## src/rtl/memaccess.sv

```systemverilog
// memaccess: memory-access stage between EX and WB.
// Drives a synchronous single-port data memory (Q valid the cycle after the address) and
// forwards the writeback bundle to WB over a v/stall handshake.
// Optional feature: define MEMACCESS_LOAD_FWD_EN to present load data combinationally in the
// LOAD cycle, which removes the load bubble.
`timescale 1ns/1ps
module memaccess #(
   parameter int unsigned ADDR_W = 16,
   parameter int unsigned WORD_W = 32,
   parameter int unsigned RD_W   = 5
) (
   input  logic              clk,
   input  logic              rst,
   input  logic              v_i,
   output logic              stall_o,
   input  logic              wb_i,
   input  logic [RD_W-1:0]   rd_num_i,
   input  logic [WORD_W-1:0] rd_data_i,
   input  logic [1:0]        mem_op_i,
   input  logic [ADDR_W-1:0] mem_addr_i,
   input  logic [WORD_W-1:0] mem_wdata_i,
   output logic [ADDR_W-1:0] mem_a_o,
   output logic              mem_w_o,
   output logic [WORD_W-1:0] mem_d_o,
   input  logic [WORD_W-1:0] mem_q_i,
   output logic              v_o,
   input  logic              stall_i,
   output logic              wb_o,
   output logic [RD_W-1:0]   rd_num_o,
   output logic [WORD_W-1:0] rd_data_o
);

   typedef enum logic [0:0] {StIdle, StLoad} state_e;

   localparam logic [1:0] OpLoad  = 2'b01;
   localparam logic [1:0] OpStore = 2'b10;

   state_e              state_q, state_d;
   logic                out_v_q, out_v_d;
   logic                out_wb_q, out_wb_d;
   logic [RD_W-1:0]     out_rd_q, out_rd_d;
   logic [WORD_W-1:0]   out_data_q, out_data_d;
   logic                pend_wb_q, pend_wb_d;
   logic [RD_W-1:0]     pend_rd_q, pend_rd_d;

   logic accept;
   logic is_load;
   logic is_store;
   logic load_capture;

   // Handshake, back-pressure and memory drive
   always_comb begin
`ifdef MEMACCESS_LOAD_FWD_EN
      // Load data is forwarded straight out, so LOAD only stalls when WB stalls.
      stall_o      = stall_i & (out_v_q | (state_q == StLoad));
      load_capture = (state_q == StLoad) & stall_i;
`else
      stall_o      = (out_v_q & stall_i) | (state_q == StLoad);
      load_capture = (state_q == StLoad);
`endif
      accept   = v_i & ~stall_o;
      is_load  = (mem_op_i == OpLoad);
      is_store = (mem_op_i == OpStore);
      mem_a_o  = mem_addr_i;
      mem_d_o  = mem_wdata_i;
      mem_w_o  = accept & is_store & ~rst;
   end

   // Output bundle to WB
   always_comb begin
      v_o       = out_v_q;
      wb_o      = out_wb_q;
      rd_num_o  = out_rd_q;
      rd_data_o = out_data_q;
`ifdef MEMACCESS_LOAD_FWD_EN
      if (state_q == StLoad) begin
         v_o       = 1'b1;
         wb_o      = pend_wb_q;
         rd_num_o  = pend_rd_q;
         rd_data_o = mem_q_i;
      end
`endif
   end

   // Next-state: load completion, accept of a new op, or drain of the output register
   always_comb begin
      state_d    = state_q;
      out_v_d    = out_v_q;
      out_wb_d   = out_wb_q;
      out_rd_d   = out_rd_q;
      out_data_d = out_data_q;
      pend_wb_d  = pend_wb_q;
      pend_rd_d  = pend_rd_q;
      if (load_capture) begin
         // out_v is 0 while in LOAD, so this never overwrites an unretired result.
         state_d    = StIdle;
         out_v_d    = 1'b1;
         out_wb_d   = pend_wb_q;
         out_rd_d   = pend_rd_q;
         out_data_d = mem_q_i;
      end else begin
         // Only reachable in LOAD with forwarding: the load retired this cycle.
         if (state_q == StLoad) begin
            state_d = StIdle;
         end
         if (accept) begin
            if (is_load) begin
               state_d   = StLoad;
               out_v_d   = 1'b0;
               pend_wb_d = wb_i;
               pend_rd_d = rd_num_i;
            end else begin
               out_v_d    = 1'b1;
               out_wb_d   = wb_i & ~is_store;
               out_rd_d   = rd_num_i;
               out_data_d = rd_data_i;
            end
         end else if (out_v_q && !stall_i) begin
            out_v_d = 1'b0;
         end
      end
   end

   // State and output registers; reset discards any in-flight load
   always_ff @(posedge clk or posedge rst) begin
      if (rst) begin
         state_q    <= StIdle;
         out_v_q    <= 1'b0;
         out_wb_q   <= 1'b0;
         out_rd_q   <= '0;
         out_data_q <= '0;
         pend_wb_q  <= 1'b0;
         pend_rd_q  <= '0;
      end else begin
         state_q    <= state_d;
         out_v_q    <= out_v_d;
         out_wb_q   <= out_wb_d;
         out_rd_q   <= out_rd_d;
         out_data_q <= out_data_d;
         pend_wb_q  <= pend_wb_d;
         pend_rd_q  <= pend_rd_d;
      end
   end

endmodule

```

## config.mk

```make
export PLATFORM = sky130hd
export DESIGN_NAME = memaccess
export DESIGN_NICKNAME = d
export VERILOG_FILES = /design/src/rtl/memaccess.sv
export SDC_FILE = /design/constraint.sdc
export NUM_CORES = 1
export LEC_CHECK = 0
export CELL_PAD_IN_SITES_DETAIL_PLACEMENT = 1
export CELL_PAD_IN_SITES_GLOBAL_PLACEMENT = 1
export CORE_ASPECT_RATIO = 1.2
export CORE_MARGIN = 5
export CORE_UTILIZATION = 22
export DETAILED_ROUTE_END_ITERATION = 10
export PLACE_DENSITY_LB_ADDON = 0.1
export SETUP_SLACK_MARGIN = 0.4
export SLEW_MARGIN = 30
export SYNTH_ARGS = -nofsm -noshare
export SYNTH_HDL_FRONTEND = slang
export SYNTH_SLANG_ARGS = --single-unit
```

## constraint.sdc

```tcl
create_clock -name clk -period 1.7 [get_ports clk]
set_clock_uncertainty 0.05 [all_clocks]
set_input_delay 0.34 -clock clk [delete_from_list [all_inputs] [get_ports clk]]
set_output_delay 0.34 -clock clk [all_outputs]
set_load 0.02 [all_outputs]
```

Yosys cells after proc, flatten, opt, wreduce, memory -nomap -nowiden
Cells that the tools add are included.
- register bits after elaboration: 46
- output and inout bits: 89
- equality and inequality tests: 3
- muxes and demuxes: 16
- bitwise gates (word level): 10
- reductions and logical operators: 6
- operators by type and width (cell ; count):
    $mux W32 ; 3
    $mux W5 ; 3
    $mux W1 ; 10
    $and A1 B1 Y1 ; 5
    $not A1 Y1 ; 4
    $reduce_and A3 Y1 ; 1
    $reduce_bool A3 Y1 ; 1
    $eq A2 B1 Y1 const B ; 1
    $eq A2 B2 Y1 const B ; 1
    $ne A2 B2 Y1 const B ; 1
    $reduce_and A2 Y1 ; 1
    $reduce_bool A2 Y1 ; 1
    $logic_and A1 B1 Y1 ; 1
    $logic_not A1 Y1 ; 1
    $or A1 B1 Y1 ; 1

Longest topological paths before layout
Gate-level depths: netlist (run 1).
- depth after elaboration: 6
- gate-level depth with buffers: 5

Worst setup path before layout (run 1)
OpenSTA, ideal clock, no wires.
- path kind: reg2out
- start point: register out_v_q (netlist: v_o)
- end point: output port mem_w_o
- data arrival time: 1.273 ns
- required time: 1.310 ns
- setup slack: 0.037 ns
- cell stages (with the launch flop): 4
- cells stage by stage: dfrtp_1 -> a21oi_2 -> nand2_1 -> nor3_1
- word-level cells in the longest chain between the ends: 6
- ends and longest elaborated chain (element ; line ; RTL):
    from (decl) ; 39 ; logic out_v_q, out_v_d;
    from (signal assigned) ; 136 ; out_v_q <= out_v_d;
    $and A1 B1 Y1 ; 58 ; stall_o = (out_v_q & stall_i) | (state_q == StLoad);
    $or A1 B1 Y1 ; 58 ;
    $not A1 Y1 ; 61 ; accept = v_i & ~stall_o;
    $and A1 B1 Y1 ; 61 ;
    $and A1 B1 Y1 (2 in a row) ; 66 ; mem_w_o = accept & is_store & ~rst;
    to (decl) ; 23 ; output logic mem_w_o,
No other way between the ends.

Final worst setup path (run 1)
Ends and elaborated chain as after synthesis.

==> run metrics, run 1 <==
status completed; clock latency on the worst-skew pair 280 ps; Final Max Slew Viols 0; count of final hold-check violations 0; Initial Utilization 0.2267; via-per-instance ratio 4.481; I/O Buffers 116; WS Path Type register to output pin; Placer Congestion 0.6460; Post-Layout Cell Count 416; ys async rst share 1.000; start point of the critical path v_o$_DFFE_PP0P_; CP Capture Type output pin; largest net degree at the start of global routing 40; synth cell count leaders 48 x buf_4, 46 x dfrtp_1, 38 x nand2b_1, 37 x o221a_1, 6 x mux2_1; R2R Path Start v_o$_DFFE_PP0P_; Primary FF master, synth dfrtp_1; Antenna Cells 0; R2R depth 5; Yosys warning total 0; post-synth net total 327; final WL 7701 um; CTS buffer count 5; drt first pass iters 4; Worst path max stage delay 430 ps; worst-path fanout max 2; top cells by area, synth dfrtp_1 48%, o221a_1 17%, buf_4 15%; placed cell count 403; Max Clock Freq 626.4 MHz; die width 105.5 um; # clock sinks 46; #FFs+latches synth 46; worst min path class input port to async pin; cells after synthesis 203; die area 13140 um^2; DRC errors left 0; Avg WL per Cell 18.51 um; library cells used by synthesis 18; Slew Limit Headroom 0.7639; initial DRC count 48; mapped cell area 2407 um^2; area delta synth->final 48.28%; first-pass GRT wire length 12070 um; Post-Synth Adder-Cell Area 0; H-Tree Depth 2; post-synthesis sequential area ratio 0.4782; reg2reg setup slack 110 ps; GRT Resource Usage Total 0.1150; antenna viol nets, final 0; Placement Cell Area 3488 um^2; # rows 41; CTS tree done; # setup viols final 0; top-count cell post-synth buf_4; Worst R2R End pend_wb_q$_DFFE_PP0P_; Final nets 410; # hold bufs at CTS 0; CTS Root Buffer Type clkbuf_16; Post-synth EDFFs 0; crit start category register; layout cells sized above 1 0.2927; Req. time, crit path 1310 ps; Compound-Gate Fraction of Synth Area 0.1840; Slowest cell on crit path dfrtp_2; Final Power 3644 uW; grt total ovfl 0; Clock Path Buffers 2; critical path cell sequence a21oi_4 -> nand2_2 -> nor3_2 -> buf_4; worst slew pin tran 354.1 ps; CTS clk-pin slew, worst paths 60 ps; mean post-synth cell area 11.86 um^2; Tcrit/Tclk final 0.9390; largest family of logic cells by synthesized area buffers and inverters; maximum VDD drop 0.3684 mV; CORE AREA 10620 um^2; top-area cell type share of the netlist area 0.4782; leak pwr 0.001407 uW; multiplexer share of the synthesized area 0.02807; RSZ-0062 raised after global routing yes; vias in the first global route 2193; fin area 3570 um^2; Worst Setup EP mem_w_o; initial antenna violation count 0; Yosys top cell by area dfrtp_1; simple-gate share of the synthesized area 0.1247; via count 1864; max-cap viol count 0; Die Y 124.6 um; Pwr Density 1021 nW/um^2; Tmin final 1596 ps; I/O pin total 213; CP arrival 1210 ps; xor/xnor share of the synthesized area 0; hpwl dp 5295 um
## cell families (layout without fill, tap and decap cells)
logic type | Yosys count | after routing
buf+inv | 63 | 147
simple gates | 48 | 48
flops | 46 | 46
compound gates | 40 | 40
mux | 6 | 6
## metrics by stage
stage	worst slack [ps]	hold slack [ps]	setup TNS [ps]	utilization
after global routing	44.79	405.7	0	0.3362
after detailed placement	-545.6	417.5	-12050	0.3285
after global placement	-516.1	407.9	-10750	0.3285
after CTS	94.35	379.6	0	0.3320
final	103.6	376.3	0	0.3362
after floorplan	233.5	306.9	0	-
## worst min path at each step
stage               slack [ps]  cells after the start                  endpoint                startpoint
global route               410                      2           v_o$_DFFE_PP0P_                       rst
detailed placement         420                      1  pend_rd_q[3]$_DFFE_PP0P_  pend_rd_q[3]$_DFFE_PP0P_
floorplan                  310                      1    load_capture$_DFF_PP0_                       rst
finish                     380                      2           v_o$_DFFE_PP0P_                       rst
CTS                        380                      2           v_o$_DFFE_PP0P_                       rst
global placement           410                      1  pend_rd_q[2]$_DFFE_PP0P_  pend_rd_q[2]$_DFFE_PP0P_
## layout make-up
| class | instances | area, um^2 |
|---|---|---|
| Tap cell | 129 | 161.4 |
| Inverter | 3 | 15.01 |
| Timing Repair Buffer | 136 | 1210 |
| Multi-Input combinational cell | 94 | 860.8 |
| Sequential cell | 46 | 1152 |
| Fill cell | 1162 | 7049 |
| Clock buffer | 5 | 125.1 |
| Clock inverter | 3 | 45.04 |
## critical path: cells and delay by family, from the launching register on
| family | cells | cell delay [ps] |
|---|---|---|
| flip-flops | 1 | 430 |
| AND/OR/NAND/NOR | 2 | 180 |
| buffers and inverters | 1 | 160 |
| AO/OA/AOI/OAI | 1 | 150 |
## metal layers
| metal | vias to the layer above | GRT usage | wire length [um] |
|---|---|---|---|
| met2 | 84 | 0.1824 | 3626 |
| met4 | 0 | 0.04116 | 160 |
| met5 | - | 0 | 0 |
| met1 | 920 | 0.1377 | 3225 |
| met3 | 16 | 0.05080 | 688 |
| li1 | 844 | - | - |
## sequential cells by signal (all words and copies together) (netlist names)
register,flops
rd_num_o,5
rd_data_o,32
wb_o,1
load_capture,1
pend_rd_q,5
pend_wb_q,1
v_o,1
## cells in the final DEF (no fill, tap or decap), drive strengths merged
cell type,n
a31o,1
nor3,1
bufinv,1
o221a,37
o221ai,1
mux2,6
nand2b,39
inv,2
buf,61
nand2,5
a21oi,1
clkdlybuf4s50,71
dfrtp,46
and4b,1
nand3,2
dlygate4sd2,4
clkinvlp,3
clkbuf,5
## report_power, final
part / internal (uW) / switching [uW] / leakage [uW]
clock network: 694 / 426 / 0.0000760
logic: 577 / 531 / 0.000815
registers: 1310 / 111 / 0.000516
## timing repair
item,4_1_cts,5_1_grt
hold endpoints to repair,0,0
gates cloned,1,0
pin swaps,4,0
gates resized for setup,177,9
setup buffers,2,2
setup endpoints to repair,86,47
(Power assumes the default switching activity.)
==> inputs of run 2 (changes only) <==
clock period = 1.79 ns   (was 1.7 ns; I/O delays follow)
==> run 2 against run 1 <==
Effect of this change:
- non-clock buffer count increased by 11
- critical path type unchanged
- core utilization rose by 2.6 points
- clock power is 6% lower
- largest cell class unchanged
- critical path depth unchanged
- via count increased by 2.4%
- count of clock-buffer cells in the layout grew 2
- largest power group unchanged
- die area unchanged
- register-to-register slack better by 110 ps
==> run metrics, run 2 (synthesis gave the netlist of run 1 again) <==
Finished Core Util 0.3618 (+0.02569); max reg flops 32 (unchanged); commonest non-fill, non-tap cell in the layout clkdlybuf4s50_1; maximum VDD drop 0.3410 mV (-7.4%); Net Sw Frac 0.2873 (-0.005804); I/O Buffers 116 (unchanged); Tmin final 1583 ps; Clock Path Buffers 2 (unchanged); crit start category register; most frequent cells in the layout 71 x clkdlybuf4s50_1, 44 x dfrtp_1, 37 x nand2b_1, 37 x o221a_1, 17 x clkbuf_2; area delta synth->final 59.62%; leak pwr 0.001524 uW (+8.3%); vias in the first global route 2212 (+0.87%); CTS clk-pin slew, worst paths 60 ps (about the same); Worst Setup EP mem_w_o; multi-input logic area 863.3 um^2 (+0.29%); Slew Limit Headroom 0.7734 (+0.009436); largest net degree at the start of global routing 40 (unchanged); Avg WL per Cell 19.49 um (+5.3%); WS Path Type register to output pin; Antenna Cells 0 (unchanged); Max Clock Freq 631.9 MHz; fillcell total 1174 (+1.0%); start point of the critical path v_o$_DFFE_PP0P_; via count 1909 (+2.4%); # setup viols final 0 (unchanged); Die Y 124.6 um (unchanged); clock share of power 0.296 (-0.011); drt first pass iters 4 (unchanged); clock latency on the worst-skew pair 280 ps (about the same); initial DRC count 72 (+50%); worst-path fanout max 2 (unchanged); final WL 8322 um (+8.1%); I/O pin total 213 (unchanged); max-cap viol count 0 (unchanged); CORE AREA 10620 um^2 (unchanged); Final Max Slew Viols 0 (unchanged); reg2reg setup slack 220 ps (+110 ps); die width 105.5 um (unchanged); Reg power frac 0.381 (-0.008); CP Capture Type output pin; DRC errors left 0 (unchanged); CTS tree done; count of final hold-check violations 0 (unchanged); # rows 41 (unchanged); R2R depth 5 (unchanged); Req. time, crit path 1380 ps (+70 ps); CTS Root Buffer Type clkbuf_16; Tcrit/Tclk final 0.8842; CTS buffer count 5 (unchanged); die area 13140 um^2 (unchanged); logic gate share of total power 0.323 (+0.019); RSZ-0062 raised after global routing yes; Final nets 421 (+2.7%); first-pass GRT wire length 12010 um (-0.46%); GRT Resource Usage Total 0.1145 (-0.0005396); layout cells sized above 1 0.2852 (-0.007448); internal cell power 2533 uW (-1.7%); grt total ovfl 0 (unchanged); Register Area 1154 um^2 (+0.11%); Pwr Density 924.8 nW/um^2 (-9.4%); # clock sinks 46 (unchanged); antenna viol nets, final 0 (unchanged); worst min path class register to register; Min-Delay Path Depth 2; worst slew pin tran 339.9 ps (-14.15 ps); initial antenna violation count 0 (unchanged); Placer Congestion 0.7307 (+13%); Initial Utilization 0.2267 (unchanged); Worst R2R End pend_rd_q[0]$_DFFE_PP0P_; R2R Path Start v_o$_DFFE_PP0P_; Sw Pwr 1021 uW (-4.4%); via-per-instance ratio 4.471 (-0.22%); hpwl dp 5343 um (+0.90%); Fin Hold WS 429.4 ps (+53.20 ps); CP arrival 1170 ps (-40 ps); status completed; H-Tree Depth 2 (unchanged)
## run 2: cell types whose count changed in the layout (fill, tap and decap cells not counted), moves of 2 or more
cell	before	now
clkdlybuf4s15_1	0	8
clkbuf_2	0	17
clkdlybuf4s15_2	0	12
buf_4	12	16
clkinvlp_4	3	1
clkbuf_16	5	9
buf_2	38	2
clkbuf_1	0	2
## run 2: stage by stage
step | area [um^2] | std cells | total power (uW) | TNS (ps) | worst slack, ps
final | 3842 | 427 | 3553 | 0 | 207.4
after floorplan | 2450 | 203 | 2057 | 0 | 305.7
after detailed placement | 3498 | 404 | 2554 | -7700 | -482.8
after global placement | 3498 | 404 | 2546 | -7543 | -443.1
after CTS | 3745 | 417 | 3603 | 0 | 187.6
after global routing | 3842 | 427 | 3731 | 0 | 145.7
## run 2: what timing repair did
item                       in CTS  in global routing
buffers inserted                4                  6
hold buffers                    0                  0
setup endpoints to repair      85                 64
resized for setup             115                 29
pin swaps                       6                  2
cloned                          1                  4
## run 2: area by class of cell
type	instances	area share
inverters	3	0.003908
clock inverters	1	0.007815
well taps	129	0.04201
repair buffers	147	0.3868
multi-input cells	94	0.2247
clock buffers	7	0.03452
flip-flops and latches	46	0.3002
## run 2: how the worst min path moves through the flow
stage / from / end / slack, ps
floorplan: rst / load_capture$_DFF_PP0_ / 320
global placement: pend_rd_q[0]$_DFFE_PP0P_ / pend_rd_q[0]$_DFFE_PP0P_ / 410
detailed placement: pend_wb_q$_DFFE_PP0P_ / wb_o$_DFFE_PP0P_ / 420
CTS: pend_wb_q$_DFFE_PP0P_ / wb_o$_DFFE_PP0P_ / 440
global route: pend_wb_q$_DFFE_PP0P_ / pend_wb_q$_DFFE_PP0P_ / 460
finish: pend_wb_q$_DFFE_PP0P_ / wb_o$_DFFE_PP0P_ / 430
## run 2: worst max-delay path, stage by stage (launching register included)
cell,delay [ps]
dfrtp_2,420
a21oi_4,140
nand2_2,80
nor3_2,100
buf_4,160
## run 2: power by group through the flow
stage	clock [uW]	sequential, uW	combinational (uW)
2_1_floorplan	0	1570	492
3_3_place_gp	0	1370	1180
3_5_place_dp	0	1370	1180
4_1_cts	1100	1360	1140
5_1_grt	1130	1380	1220
6_report	1050	1350	1150
## run 2: routing by layer
| metal | up-vias | share of wire | wire [um] | global-route usage |
|---|---|---|---|---|
| met5 | - | 0 | 0 | 0 |
| met4 | 0 | 0.033 | 273 | 0.05183 |
| met3 | 33 | 0.056 | 470 | 0.02851 |
| met2 | 80 | 0.49 | 4054 | 0.1993 |
| met1 | 926 | 0.42 | 3524 | 0.1309 |
| li1 | 870 | - | - | - |
